<file path="src/rtl/vram_writer.sv">
// vram_writer: host register port that queues byte writes and drains them into VRAM slots left free by readout
module vram_writer #(
    parameter int ADDR_WIDTH = 13,
    parameter int FIFO_DEPTH = 16,
    parameter int CNT_WIDTH  = 5
) (
    input  logic                  clk,
    input  logic                  rst,
    input  logic                  hostWrEn,
    input  logic [1:0]            hostRegSel,
    input  logic [7:0]            hostWrData,
    input  logic                  vramBusy,
    output logic                  vramWrEn,
    output logic [ADDR_WIDTH-1:0] vramWrAddr,
    output logic [7:0]            vramWrData,
    output logic                  fifoFull,
    output logic                  fifoEmpty,
    output logic [CNT_WIDTH-1:0]  fifoCount,
    output logic                  overflow
);
    localparam int PTR_WIDTH = CNT_WIDTH - 1;
    localparam int ENT_WIDTH = ADDR_WIDTH + 8;

    logic [ADDR_WIDTH-1:0] addr_reg;
    logic [ENT_WIDTH-1:0]  mem [FIFO_DEPTH];
    logic [PTR_WIDTH-1:0]  rd_ptr;
    logic [PTR_WIDTH-1:0]  wr_ptr;
    logic [CNT_WIDTH-1:0]  count;
    logic                  data_wr;
    logic                  push;
    logic                  pop;

    // Fullness is taken from the registered count, so a pop at the same edge never frees room for a push
    assign data_wr   = hostWrEn && hostRegSel == 2'd2;
    assign push      = data_wr && !fifoFull;
    assign pop       = !fifoEmpty && !vramBusy;
    assign fifoCount = count;
    assign fifoFull  = count == CNT_WIDTH'(FIFO_DEPTH);
    assign fifoEmpty = count == '0;

    // Address register: byte-wise host load, post-increment on every accepted data write
    always_ff @(posedge clk) begin
        if (rst)
            addr_reg <= '0;
        else if (hostWrEn && hostRegSel == 2'd0)
            addr_reg[7:0] <= hostWrData;
        else if (hostWrEn && hostRegSel == 2'd1)
            addr_reg[ADDR_WIDTH-1:8] <= hostWrData[ADDR_WIDTH-9:0];
        else if (push)
            addr_reg <= addr_reg + 1'b1;
    end

    // Entry storage needs no reset; the pointers define which slots are live
    always_ff @(posedge clk) begin
        if (push)
            mem[wr_ptr] <= {addr_reg, hostWrData};
    end

    // Pointer and occupancy bookkeeping; pointers wrap naturally at the power-of-two depth
    always_ff @(posedge clk) begin
        if (rst) begin
            rd_ptr <= '0;
            wr_ptr <= '0;
            count  <= '0;
        end else begin
            if (push)
                wr_ptr <= wr_ptr + 1'b1;
            if (pop)
                rd_ptr <= rd_ptr + 1'b1;
            count <= count + CNT_WIDTH'(push) - CNT_WIDTH'(pop);
        end
    end

    // VRAM write port: one registered write per free slot, address/data hold when idle
    always_ff @(posedge clk) begin
        if (rst) begin
            vramWrEn   <= 1'b0;
            vramWrAddr <= '0;
            vramWrData <= '0;
        end else if (pop) begin
            vramWrEn                 <= 1'b1;
            {vramWrAddr, vramWrData} <= mem[rd_ptr];
        end else begin
            vramWrEn <= 1'b0;
        end
    end

    // Sticky drop flag; a set takes priority over a clear
    always_ff @(posedge clk) begin
        if (rst)
            overflow <= 1'b0;
        else if (data_wr && fifoFull)
            overflow <= 1'b1;
        else if (hostWrEn && hostRegSel == 2'd3 && hostWrData[0])
            overflow <= 1'b0;
    end
endmodule

</file>
<file path="config.mk">
export PLATFORM = sky130hd
export DESIGN_NAME = vram_writer
export DESIGN_NICKNAME = d
export VERILOG_FILES = /design/src/rtl/vram_writer.sv
export SDC_FILE = /design/constraint.sdc
export NUM_CORES = 1
export LEC_CHECK = 0
export ABC_AREA = 1
export CAP_MARGIN = 30
export CORE_MARGIN = 5
export CORE_UTILIZATION = 62
export DETAILED_ROUTE_END_ITERATION = 8
export GPL_TIMING_DRIVEN = 0
export HOLD_SLACK_MARGIN = 0.02
export MAX_ROUTING_LAYER = met4
export PLACE_DENSITY = 0.8
export SLEW_MARGIN = 15
export SYNTH_ARGS = -nofsm -noshare
export SYNTH_HDL_FRONTEND = slang
export SYNTH_SLANG_ARGS = --single-unit
</file>
<file path="constraint.sdc">
create_clock -name clk -period 3.4 [get_ports clk]
set_input_delay 0.68 -clock clk [delete_from_list [all_inputs] [get_ports clk]]
set_output_delay 0.68 -clock clk [all_outputs]
set_load 0.02 [all_outputs]
</file>
==> run summary, run 1 <==
First-pass GRT wire length -> 67.5 mm
Min-Delay Path Class -> flip-flop to flip-flop
RSZ-0062 raised after global routing -> false
Vias per inst -> 5.76
Simple-Gate Fraction of Synth Area -> 0.230
Max reg flops -> 336
CTS Buffer Depth -> 3
Via count -> 12400
Io pins -> 44
Gate Count Post-Synth -> 1690
DR pass1 iterations -> 6
N_diodes -> 0
Outcome -> completed
Final Net Count -> 1811
Gr ovfl total -> 0
Max stage delay cell, worst path -> fa_1
DP Wirelength -> 28.0 mm
Final Util -> 0.710
DRC -> 0
Sequential fraction of the synthesis area -> 0.663
Finished Layout Cells -> 2152
Die W -> 174 microns
Initial core utilization -> 0.625
Worst endpoint required time -> 3.86 ns
Critical-path cell list -> inv_1 -> ha_1 -> nand4_1 -> nand2_1 -> inv_2 -> buf_4 -> ha_1 -> inv_1 -> ha_1 -> inv_1 -> fa_1 -> o31ai_1 -> o21ai_0 -> a21oi_1
Final ANT Viol Nets -> 0
Met2 usage -> 0.464
FF-to-FF setup slack -> 0.24 ns
Pint -> 8.61 mW
Mux share of post-synthesis cell area -> 0
Layer with the highest usage -> met2
CTS clk-pin slew, worst paths -> 0.06 ns
Psw -> 3.97 mW
Final worst slack -> 0.239 ns
Slew @ Worst Pin -> 1.07 ns
Compound-Gate Fraction of Synth Area -> 0.0121
Switching Share -> 0.316
Vias in the first global route -> 12100
CTS Sinks -> 385
Top Family by Delay on Critical Path -> adder cells
Final worst-path cycle share -> 0.930
Post-synth EDFFs -> 336
Synth Cell Area -> 16700 sq um
Mapped Nets -> 1717
Post-CTS setup buffer count -> 0
Synth top area cells -> edfxtp_1 60%, nand2_1 13%, nand3_1 7.7%
Comb power frac -> 0.247
Fillcell total -> 1805
Leakage Power -> 8.05 nW
Fmax achieved -> 0.316 GHz
I/O Buffers -> 42
Height of the die -> 174 microns
Worst-path maximum fanout -> 10
Synthesis-stage register bit count -> 385
Yosys warns -> 0
Buf/Inv on CP -> 5
Total CTS buffers -> 40
Area Overhead vs Synth -> 13.6%
Final min period -> 3.16 ns
1st-iter DRT viols -> 1715
Dominant synthesized flop cell -> edfxtp_1
CP Launch Type -> flip-flop
Largest area contributor in the netlist -> edfxtp_1
Peak VDD IR -> 0.000514 V
Hold-fix buffers, CTS -> 0
WL final -> 44.2 mm
Die ar. -> 30300 sq um
Post-CTS Resized -> 0
Dpl ws -> -0.106 ns
Pwr dens -> 663 nW/um^2
Netlist cell types -> 29
Top-area cell type share of the netlist area -> 0.604
Initial antenna violation count -> 0
Max-cap viol count -> 0
Slew Viols, Final -> 0
Slowest stage delay, CP -> 0.43 ns
Clk pwr share -> 0.322
H-tree depth -> 2
Clk_skew -> 0.0210 ns
Most frequent cell after synthesis -> nand2_1
Worst skew pair latency -> 0.53 ns
Final hold vios -> 0
Row cnt -> 60
Synth Area in XOR/XNOR -> 0.00262
DR WL/cell -> 20.6 microns
Core area -> 26700 sq um
Syn avg cell area -> 9.89 sq um
Final setup viols -> 0
Rel. slew slack -> 0.287
Met1 Usage GRT -> 0.387
Setup CP Type -> flip-flop to flip-flop
Placed cell count -> 2080
Arr. time, crit path -> 3.62 ns
Post-synth ARST share -> 0
Final hold slack -> 0.533 ns
Met3 usage -> 0.0570
Routability Congestion -> 0.880
Gr usage total -> 0.298
Top post-synthesis cells by count -> 579 x nand2_1, 336 x edfxtp_1, 258 x nand3_1, 230 x inv_1, 85 x nor2_1
Main combinational cell family by area after synthesis -> simple AND/OR/NAND/NOR gates
Sequential share of power -> 0.431
Adder and majority gate portion of the synthesized area -> 0.0102
Pin count of the biggest net entering global routing -> 22
TritonCTS clock tree -> yes
Worst Setup End Kind -> flip-flop
CTS root buffer -> clkbuf_16
Share of cells above drive strength 1 -> 0.0790
-- worst reg2reg max path, cell delays in order (launching register included) --
cell,delay (ns)
dfxtp_1,0.39
inv_1,0.08
ha_1,0.20
nand4_1,0.11
nand2_1,0.22
inv_2,0.27
buf_4,0.24
ha_1,0.25
inv_1,0.06
ha_1,0.15
inv_1,0.06
fa_1,0.43
o31ai_1,0.39
o21ai_0,0.13
a21oi_1,0.13
-- power by group through the flow --
stage	sequential [mW]	clock [mW]	combinational [mW]
after global routing	5.44	4.27	3.36
after floorplan	5.61	0	1.78
final	5.42	4.05	3.11
after CTS	5.44	4.04	3.02
after detailed placement	5.53	0	2.97
after global placement	5.53	0	2.87
-- per-layer routing --
| layer | wire (microns) | vias to the layer above |
|---|---|---|
| met5 | 0 | - |
| li1 | - | 5672 |
| met3 | 5350 | 148 |
| met2 | 20500 | 821 |
| met1 | 16300 | 5760 |
| met4 | 2140 | 0 |
-- stage by stage --
step	power, mW	area [sq um]	setup TNS, ns
5_1_grt	13.1	19000	0
2_1_floorplan	7.39	16700	0
4_1_cts	12.5	18900	0
3_3_place_gp	8.39	17600	-201.39
3_5_place_dp	8.51	17700	-0.106
6_report	12.6	19000	0
-- cell families after synthesis --
kind of cell / count (synthesis)
buffers and inverters: 317
xor gates and xnor gates: 5
adders and majority gates: 13
AOI/OAI and AO/OA: 37
and+or+nand+nor: 933
DFF: 385
-- final timing paths --
| check | cells after the start | startpoint | endpoint |
|---|---|---|---|
| max | 14 | fifoCount[3] | fifoCount[4] |
| min | 2 | overflow | overflow |
| max reg2reg | 14 | fifoCount[3] | fifoCount[4] |
| min reg2reg | 2 | overflow | overflow |
-- layout by cell type (no fill, tap or decap), drive strengths merged, types with 2 or more instances in the layout --
cell and instances:
a21oi 18, buf 77, clkbuf 70, clkdlybuf4s50 42, clkinv 15, dfxtp 49, edfxtp 336, ha 12
inv 234, nand2 579, nand3 258, nand4 5, nor2 86, nor3 4, o211ai 2, o21ai 14
xor2 5
-- final cells by class --
| cell class | count | area, sq um | share of cell area |
|---|---|---|---|
| Sequential cell | 385 | 11100 | 0.583 |
| Clock buffer | 55 | 1130 | 0.0595 |
| Buffer | 82 | 488 | 0.0257 |
| Clock inverter | 14 | 60.1 | 0.00316 |
| Tap cell | 341 | 427 | 0.0225 |
| Multi-Input combinational cell | 988 | 4350 | 0.229 |
| Timing Repair Buffer | 52 | 571 | 0.0301 |
| Inverter | 235 | 885 | 0.0466 |
Power figures use the tool's default switching activity.
==> inputs of run 2 (changes only) <==
--- a/config.mk
+++ b/config.mk
@@ -14,6 +14,7 @@
 export HOLD_SLACK_MARGIN = 0.02
 export MAX_ROUTING_LAYER = met4
 export PLACE_DENSITY = 0.8
+export SETUP_SLACK_MARGIN = 0.2
 export SLEW_MARGIN = 15
 export SYNTH_ARGS = -nofsm -noshare
 export SYNTH_HDL_FRONTEND = slang
==> run 2 against run 1 <==
Net effect: via count is 0.30% lower; non-clock buffer count stayed put; utilization hardly changed; clock-buffer cell count stayed put; maximum frequency is 7.8% higher; die area stayed put; clock skew is 0.0011 ns lower; critical path type is now primary input to flip-flop; largest cell class unchanged; largest power group unchanged.
==> run summary, run 2 (synthesized netlist as in run 1, its figures left out) <==
Initial antenna violation count -> 0 (unchanged)
Core area -> 26700 sq um (unchanged)
RSZ-0062 raised after global routing -> false
DR WL/cell -> 20.6 microns (+0.20%)
Area Overhead vs Synth -> 13.7% (about the same)
N_diodes -> 0 (unchanged)
Slew @ Worst Pin -> 1.03 ns (-0.0345 ns)
Sequential share of power -> 0.431 (about the same)
CTS clk-pin slew, worst paths -> 0.06 ns (about the same)
Min-Delay Path Class -> flip-flop to flip-flop
Final worst-path cycle share -> 0.863 (-0.0670)
Commonest non-fill, non-tap cells in the layout -> 578 x nand2_1, 336 x edfxtp_1, 258 x nand3_1
Vias per inst -> 5.75 (-0.30%)
DRC -> 0 (unchanged)
CTS Buffer Depth -> 3 (unchanged)
WL final -> 44.3 mm (+0.20%)
DP Wirelength -> 28.0 mm (unchanged)
Reg2reg end -> fifoCount[4]
Most common cell after layout, fill and taps aside -> nand2_1
Post-CTS setup buffer count -> 0 (unchanged)
Worst skew pair latency -> 0.53 ns (about the same)
1st-iter DRT viols -> 1594 (-7.1%)
CTS root buffer -> clkbuf_16
Share of cells above drive strength 1 -> 0.0801 (+0.00110)
Worst Setup End Kind -> flip-flop
Final min period -> 2.93 ns (-0.228 ns)
Clk pwr share -> 0.321 (about the same)
Finished Layout Cells -> 2152 (unchanged)
Final ANT Viol Nets -> 0 (unchanged)
Hold path startpoint -> overflow
Fin Setup TNS -> 0 ns (unchanged)
Hold path endpoint -> overflow
First-pass GRT wire length -> 67.5 mm (unchanged)
I/O Buffers -> 42 (unchanged)
Pint -> 8.62 mW (about the same)
Initial core utilization -> 0.625 (unchanged)
Rel. slew slack -> 0.310 (+0.0230)
DR pass1 iterations -> 6 (unchanged)
Placed cell count -> 2080 (unchanged)
Total CTS buffers -> 40 (unchanged)
Arr. time, crit path -> 3.39 ns (-0.23 ns)
Worst endpoint required time -> 3.86 ns (about the same)
Io pins -> 44 (unchanged)
TritonCTS clock tree -> yes
Setup CP Type -> primary input to flip-flop
Switching Share -> 0.316 (about the same)
H-tree depth -> 2 (unchanged)
Pin count of the biggest net entering global routing -> 22 (unchanged)
Max-cap viol count -> 0 (unchanged)
Height of the die -> 174 microns (unchanged)
Gr ovfl total -> 0 (unchanged)
Gr usage total -> 0.298 (unchanged)
Row cnt -> 60 (unchanged)
Final setup viols -> 0 (unchanged)
Routability Congestion -> 0.880 (unchanged)
Leakage Power -> 8.05 nW (about the same)
Max reg flops -> 336 (unchanged)
CTS Sinks -> 385 (unchanged)
Worst-path maximum fanout -> 10 (unchanged)
Final Net Count -> 1811 (unchanged)
FF-to-FF setup slack -> 0.47 ns (+0.23 ns)
Slew Viols, Final -> 0 (unchanged)
Psw -> 3.98 mW (+0.17%)
Clk_skew -> 0.0199 ns (-0.00111 ns)
Fmax achieved -> 0.341 GHz (+7.8%)
Final hold slack -> 0.534 ns (+0.000873 ns)
Outcome -> completed
Via count -> 12400 (-0.30%)
R2R cell count -> 14 (unchanged)
Pwr dens -> 663 nW/um^2 (about the same)
CP Launch Type -> primary input
Hold path cells -> 2 (unchanged)
Comb power frac -> 0.248 (about the same)
Vias in the first global route -> 12100 (unchanged)
Die ar. -> 30300 sq um (unchanged)
RR Startpoint -> fifoCount[3]
Final hold vios -> 0 (unchanged)
Die W -> 174 microns (unchanged)
Peak VDD IR -> 0.000474 V (-7.8%)
run 2: cell counts in the layout (fill, tap and decap cells not counted):
Identical to the previous run, type by type.
run 2: worst max-delay path, cell delays in order:
cell and delay [ns]:
clkdlybuf4s50_1 0.52, nand2_1 0.08, nor2_2 0.10, nand2_1 0.20, buf_4 0.25, ha_1 0.29, inv_1 0.06, ha_1 0.15
inv_1 0.06, fa_1 0.44, o31ai_2 0.31, o21ai_0 0.12, a21oi_1 0.12
run 2: final cells by class:
| cell class | count | area [sq um] |
|---|---|---|
| clock buffers | 55 | 1130 |
| flip-flops and latches | 385 | 11100 |
| plain buffers | 82 | 488 |
| inverters | 235 | 887 |
| well taps | 341 | 427 |
| clock inverters | 14 | 60.1 |
| repair buffers | 52 | 571 |
| multi-input cells | 988 | 4360 |
| fillers | 1803 | 7740 |
run 2: power groups by stage:
stage / clock network, mW / registers, mW / logic (mW)
after floorplan: 0 / 5.61 / 1.78
after global placement: 0 / 5.53 / 2.87
after detailed placement: 0 / 5.53 / 2.97
after CTS: 4.04 / 5.44 / 3.02
after global routing: 4.27 / 5.44 / 3.38
final: 4.05 / 5.42 / 3.12
run 2: routing by layer:
metal | vias to the layer above | global-route usage | share of wire
li1 | 5670 | - | -
met1 | 5755 | 0.387 | 0.37
met2 | 804 | 0.464 | 0.47
met3 | 135 | 0.0570 | 0.12
met4 | 0 | 0.135 | 0.046
met5 | - | - | 0
run 2: worst max path at each step:
stage | from | end | slack (ns) | depth (start not counted)
floorplan | fifoCount[2] | fifoCount[4] | 0.72 | 14
global placement | hostWrEn | mem[6][9] | -0.79 | 8
detailed placement | hostWrEn | fifoCount[4] | -0.11 | 13
CTS | fifoCount[3] | fifoCount[4] | 0.33 | 14
global route | hostWrEn | fifoCount[4] | 0.25 | 13
finish | hostWrEn | fifoCount[4] | 0.47 | 13
run 2: metrics by stage:
stage	utilization	total power, mW	setup WS [ns]	area (sq um)
floorplan	-	7.39	0.718	16700
global placement	0.657	8.39	-0.789	17600
detailed placement	0.664	8.51	-0.106	17700
CTS	0.708	12.5	0.328	18900
global route	0.711	13.1	0.246	19000
finish	0.711	12.6	0.466	19000
run 2: repair_timing:
item | in CTS | in global routing
hold buffers | 0 | 0
hold endpoints to repair | 0 | 0
resized for setup | 0 | 3
endpoints found under the setup margin | 0 | 1
==> inputs of run 3 (changes only) <==
--- a/config.mk
+++ b/config.mk
@@ -8,12 +8,11 @@
 export ABC_AREA = 1
 export CAP_MARGIN = 30
 export CORE_MARGIN = 5
-export CORE_UTILIZATION = 62
+export CORE_UTILIZATION = 35
 export DETAILED_ROUTE_END_ITERATION = 8
 export GPL_TIMING_DRIVEN = 0
 export HOLD_SLACK_MARGIN = 0.02
 export MAX_ROUTING_LAYER = met4
-export PLACE_DENSITY = 0.8
 export SETUP_SLACK_MARGIN = 0.2
 export SLEW_MARGIN = 15
 export SYNTH_ARGS = -nofsm -noshare
==> run 3 against run 2 <==
Net effect: first-iteration DRC count shrank 34%; total power increased by 2.7%; sequential power is essentially flat; sequential share of layout area shrank 1.4 points; clock power increased by 9.4%; final area grew 2.4%; register-to-register slack worse by 0.06 ns; non-clock buffer count is 4 lower; largest cell class unchanged; highest routed layer unchanged.
==> run summary, run 3 (synthesized netlist as in run 1, its figures left out) <==
Outcome -> completed
FF-to-FF setup slack -> 0.41 ns (-0.06 ns)
1st-iter DRT viols -> 1060 (-34%)
Setup CP Type -> flip-flop to flip-flop
First-pass GRT wire length -> 68.3 mm (+1.3%)
Hold path cells -> 2 (unchanged)
Worst endpoint required time -> 3.87 ns (about the same)
Critical Path Source -> fifoCount[3]
Row cnt -> 80 (+33%)
Max reg flops -> 336 (unchanged)
Initial core utilization -> 0.352 (-0.273)
RR Startpoint -> fifoCount[3]
DRC -> 0 (unchanged)
Share of cells above drive strength 1 -> 0.0811 (+0.00106)
Slew Viols, Final -> 0 (unchanged)
Final ANT Viol Nets -> 0 (unchanged)
Fillcell total -> 4544 (+150%)
Final Net Count -> 1809 (-0.11%)
DP Wirelength -> 29.4 mm (+5.0%)
H-tree depth -> 2 (unchanged)
CTS Sinks -> 385 (unchanged)
Critical-path cell list -> inv_1 -> ha_1 -> nand4_1 -> nand2_2 -> clkinv_4 -> buf_4 -> ha_1 -> inv_1 -> ha_1 -> inv_1 -> fa_1 -> o31ai_1 -> o21ai_0 -> a21oi_1
Height of the die -> 228 microns (+31%)
Final hold vios -> 0 (unchanged)
Routability Congestion -> 0.852 (-3.2%)
CP Launch Type -> flip-flop
Final Util -> 0.410 (-0.301)
Final worst-path cycle share -> 0.880 (+0.0168)
Worst setup path endpoint -> fifoCount[4]
R2R cell count -> 14 (unchanged)
TritonCTS clock tree -> yes
Via count -> 11700 (-5.4%)
Slew @ Worst Pin -> 1.02 ns (-0.0159 ns)
Slowest stage delay, CP -> 0.44 ns (-0.08 ns)
Final min period -> 2.99 ns (+0.0573 ns)
Rel. slew slack -> 0.321 (+0.0118)
CTS clk-pin slew, worst paths -> 0.06 ns (about the same)
Gr usage total -> 0.174 (-0.125)
CTS root buffer -> clkbuf_16
Placement Cell Area -> 18100 sq um (+1.8%)
Total CTS buffers -> 42 (+5.0%)
Leakage Power -> 8.09 nW (+0.49%)
RSZ-0062 raised after global routing -> false
Area Overhead vs Synth -> 16.4%
CTS Buffer Depth -> 3 (unchanged)
Worst Setup End Kind -> flip-flop
Pin count of the biggest net entering global routing -> 22 (unchanged)
DR WL/cell -> 18.4 microns (-11%)
Pwr dens -> 665 nW/um^2 (+0.31%)
Max stage delay cell, worst path -> fa_1
Peak VDD IR -> 0.000490 V (+3.4%)
Most common cell after layout, fill and taps aside -> nand2_1
Worst-path maximum fanout -> 10 (unchanged)
Die ar. -> 52200 sq um (+72%)
N_diodes -> 0 (unchanged)
Core area -> 47400 sq um (+78%)
Clk_skew -> 0.0239 ns (+0.00397 ns)
Vias per inst -> 4.82 (-16%)
Gr ovfl total -> 0 (unchanged)
Arr. time, crit path -> 3.46 ns (+0.07 ns)
Max-cap viol count -> 0 (unchanged)
I/O Buffers -> 42 (unchanged)
Fmax achieved -> 0.334 GHz (-1.9%)
Commonest non-fill, non-tap cells in the layout -> 577 x nand2_1, 336 x edfxtp_1, 258 x nand3_1
Hold-fix buffers, CTS -> 0 (unchanged)
Die W -> 228 microns (+31%)
DR pass1 iterations -> 7 (+1)
Initial antenna violation count -> 0 (unchanged)
Io pins -> 44 (unchanged)
WL final -> 44.6 mm (+0.71%)
Design Area, Final -> 19400 sq um (+2.4%)
Tot Pwr -> 12.9 mW (+2.7%)
Vias in the first global route -> 11600 (-4.2%)
Min-Delay Path Class -> flip-flop to flip-flop
Final hold slack -> 0.534 ns (+0.000696 ns)
Final setup viols -> 0 (unchanged)
Worst skew pair latency -> 0.55 ns (+0.02 ns)
Reg2reg end -> fifoCount[4]
-- run 3: layout make-up --
cell class	instances	area, sq um	share of cell area
Tap cell	615	769	0.0396
Multi-Input combinational cell	988	4380	0.225
Timing Repair Buffer	48	523	0.0269
Clock buffer	57	1150	0.0591
Inverter	235	890	0.0457
Clock inverter	17	178	0.00914
Buffer	82	488	0.0251
Sequential cell	385	11100	0.569
-- run 3: worst min path at each step --
stage,from,endpoint,slack (ns)
detailed placement,overflow,overflow,0.52
global route,overflow,overflow,0.56
global placement,overflow,overflow,0.50
CTS,wr_ptr[2],wr_ptr[2],0.54
floorplan,wr_ptr[2],wr_ptr[2],0.49
finish,overflow,overflow,0.53
-- run 3: timing repair --
action,4_1_cts,5_1_grt
endpoints found under the hold margin,0,0
setup buffers,0,0
setup endpoints to repair,0,1
resized for setup,0,5
-- run 3: critical path: cells and delay by family, from the launching register on --
kind / cells / cell delay (ns)
buffers and inverters: 5 / 0.63
AO/OA/AOI/OAI: 3 / 0.56
adder cells (fa/ha/maj): 4 / 1.04
AND/OR/NAND/NOR: 2 / 0.35
flip-flops: 1 / 0.33
-- run 3: power by group --
part | leakage [nW] | internal [mW] | total [mW] | switching, mW
clock network | 0.652 | 2.60 | 4.43 | 1.84
logic | 3.97 | 1.02 | 3.09 | 2.07
registers | 3.47 | 5.29 | 5.41 | 0.127
-- run 3: per-layer routing --
metal  GRT usage  part of all wire  wire length (microns)
met1       0.229              0.43                  19300
met2       0.271              0.46                  20600
met3      0.0393             0.082                   3650
met4      0.0497             0.024                   1070
met5           -                 0                      0
-- run 3: metrics by stage --
step / TNS (ns) / setup slack (ns) / instances
floorplan: 0 / 0.718 / 1690
global route: 0 / 0.200 / 2427
finish: 0 / 0.409 / 2427
detailed placement: -1.34 / -0.108 / 2350
global placement: -279.40 / -1.02 / 2347
CTS: 0 / 0.267 / 2424
==> variant, RTL diff (settings of run 1) <==
`CNT_WIDTH`: 5 -> 4.
--- a/src/rtl/vram_writer.sv
+++ b/src/rtl/vram_writer.sv
@@ -2,7 +2,7 @@
 module vram_writer #(
     parameter int ADDR_WIDTH = 13,
     parameter int FIFO_DEPTH = 16,
-    parameter int CNT_WIDTH  = 5
+    parameter int CNT_WIDTH  = 4
 ) (
     input  logic                  clk,
     input  logic                  rst,
Ports: changed (resized fifoCount); port bits go from 44 to 43. The function was not compared with the original's and may differ.
==> variant against run 1 <==
First-iteration DRC count fell by 46%; sequential cell count decreased by 171; highest routed layer unchanged; cell area down 46%; critical path type is now reg -> out; clock power down 43%; largest power group unchanged; area after synthesis down 47%; worst hold slack worse by 0.069 ns; non-clock buffer count fell by 41; wire length decreased by 52%; total power fell by 42%; register-to-register slack better by 0.69 ns; setup slack improved by 0.47 ns; sequential share of layout area about the same.
==> variant: results (changes against run 1) <==
{| class="wikitable"
! Metric !! Value
|-
| GR Layer Usage met1 || 35.0% (was 38.7%)
|-
| Max rail drop VDD || 0.419 mV (was 0.514 mV)
|-
| Worst setup timing slack at the placement stage || 0.439 ns (was -0.106 ns)
|-
| Overall global routing resource usage || 26.8% (was 29.8%)
|-
| Detailed-placement wirelength estimate || 14.1 mm (was 28.0 mm)
|-
| Yosys cell types || 32 (was 29)
|-
| Fraction of met2 tracks used by global routing || 43.1% (was 46.4%)
|-
| Average detailed-routed wire length per instance || 19.4 um (was 20.6 um)
|-
| Met3 capacity usage during global routing || 6.06% (was 5.70%)
|-
| Max FFs per register || 168 (was 336)
|-
| Ranking of synthesized cells by instance count || sky130_fd_sc_hd__nor2_1 (208), sky130_fd_sc_hd__edfxtp_1 (168), sky130_fd_sc_hd__nand3_1 (81) (was sky130_fd_sc_hd__nand2_1 (579), sky130_fd_sc_hd__edfxtp_1 (336), sky130_fd_sc_hd__nand3_1 (258))
|-
| Layout cell share with drive strength beyond 1 || 9.43% (was 7.90%)
|-
| Drt pass-1 iters || 5 (was 6)
|-
| Final clock skew || 0.00901 ns (was 0.0210 ns)
|-
| Static power due to leakage || 3.62 nW (was 8.05 nW)
|-
| Kind of cell adding the most delay to the critical path || buffers and inverters (was adder cells)
|-
| Run status || complete, no violations (unchanged)
|-
| Arrival time of data at the critical path endpoint || 2.01 ns (was 3.62 ns)
|-
| Worst-Skew Late Latency || 0.50 ns (was 0.53 ns)
|-
| Slowest cell on the critical path || sky130_fd_sc_hd__clkdlybuf4s50_1 (was sky130_fd_sc_hd__fa_1)
|-
| Slack of the worst reg-to-reg path || 0.93 ns (was 0.24 ns)
|-
| Instance area after placement || 0.00954 sq mm (was 0.0177 sq mm)
|-
| Syn nets || 847 (was 1717)
|-
| Beginning of the critical path || fifoCount[2]$_SDFF_PP0_ (was fifoCount[3]$_SDFF_PP0_)
|-
| Leading post-synthesis cells by cell area || sky130_fd_sc_hd__edfxtp_1 (57%), sky130_fd_sc_hd__dfxtp_1 (10%), sky130_fd_sc_hd__nor2_1 (8.9%), sky130_fd_sc_hd__nand3_1 (4.6%), sky130_fd_sc_hd__o21ai_1 (3.2%) (was sky130_fd_sc_hd__edfxtp_1 (60%), sky130_fd_sc_hd__nand2_1 (13%), sky130_fd_sc_hd__nand3_1 (7.7%), sky130_fd_sc_hd__dfxtp_1 (5.9%), sky130_fd_sc_hd__inv_1 (5.2%))
|-
| Termination of the worst setup path || fifoFull (was fifoCount[4]$_SDFF_PP0_)
|-
| Slew headroom || 49.4% (was 28.7%)
|-
| Iteration-0 DRC Markers || 922 (was 1715)
|-
| Proportion of synthesized chip area in sequential cells || 67.9% (was 66.3%)
|-
| Number of CTS-inserted buffers || 22 (was 40)
|-
| Count of cells along the worst register-to-register path || 12 (was 14)
|-
| Gpl congestion || 0.882 (was 0.880)
|-
| CTS HTree Levels || 1 (was 2)
|-
| Port Buf Inserts || 41 (was 42)
|-
| Min cycle time layout || 2.69 ns (was 3.16 ns)
|-
| Fill cell instance count of the final layout || 902 (was 1805)
|}
## variant: worst reg2reg max path: cells and delay by family, from the launching register on
family	cells	cell delay [ns]
buf+inv	4	0.47
fa+ha+maj	4	1.07
simple gates	4	0.45
flops	1	0.33
## variant: power breakdown
part | switching (mW) | total [mW] | internal (mW) | leakage [nW]
Sequential | 0.112 | 3.08 | 2.97 | 1.92
Combinational | 1.25 | 1.97 | 0.720 | 1.37
Clock | 0.949 | 2.29 | 1.34 | 0.329
## variant: layout make-up
class                      count  share of cell area (%)
antenna                        1                  0.0245
buffer                        45                    2.58
clock buffer                  32                    6.05
clock inverter                 8                   0.660
inverter                      35                    1.31
multi-input combinational    530                    23.9
sequential                   214                    58.3
tap                          180                    2.20
timing repair buffer          48                    4.93
## variant: per-layer routing
layer,wire length (um),vias to the layer above
met3,2200,36
met5,0,-
met4,349,0
li1,-,3000
met1,8310,3144
met2,10400,323
## variant: kinds of logic (layout without fill, tap and decap cells)
family                   count (synthesis)  after routing  share of synthesized area [%]
AND/OR/NAND/NOR                        383            383                           18.1
AO/OA/AOI/OAI                          135            135                           7.79
buffers and inverters                   80            168                           4.53
XOR/XNOR                                 3              3                          0.299
other                                    0              1                              0
flip-flops                             214            214                           67.9
adder cells (fa/ha/maj)                  9              9                           1.37
## variant: how the worst min path moves through the flow
| stage | from | endpoint | slack [ns] | depth (start not counted) |
|---|---|---|---|---|
| 4_1_cts | vramWrAddr[9]$_SDFFE_PP0P_ | vramWrAddr[9]$_SDFFE_PP0P_ | 0.47 | 2 |
| 3_3_place_gp | vramWrAddr[3]$_SDFFE_PP0P_ | vramWrAddr[3]$_SDFFE_PP0P_ | 0.45 | 2 |
| 5_1_grt | vramWrAddr[6]$_SDFFE_PP0P_ | vramWrAddr[6]$_SDFFE_PP0P_ | 0.49 | 2 |
| 2_1_floorplan | wr_ptr[0]$_SDFFE_PP0P_ | wr_ptr[0]$_SDFFE_PP0P_ | 0.46 | 2 |
| 6_report | vramWrAddr[9]$_SDFFE_PP0P_ | vramWrAddr[9]$_SDFFE_PP0P_ | 0.46 | 2 |
| 3_5_place_dp | vramWrAddr[9]$_SDFFE_PP0P_ | vramWrAddr[9]$_SDFFE_PP0P_ | 0.46 | 2 |
## variant: stage by stage
stage	std cells	power, mW	util (%)
global route	1093	7.69	73.7
finish	1093	7.34	73.7
global placement	1045	4.98	67.9
detailed placement	1052	5.07	68.7
CTS	1092	7.34	73.7
floorplan	824	4.36	-
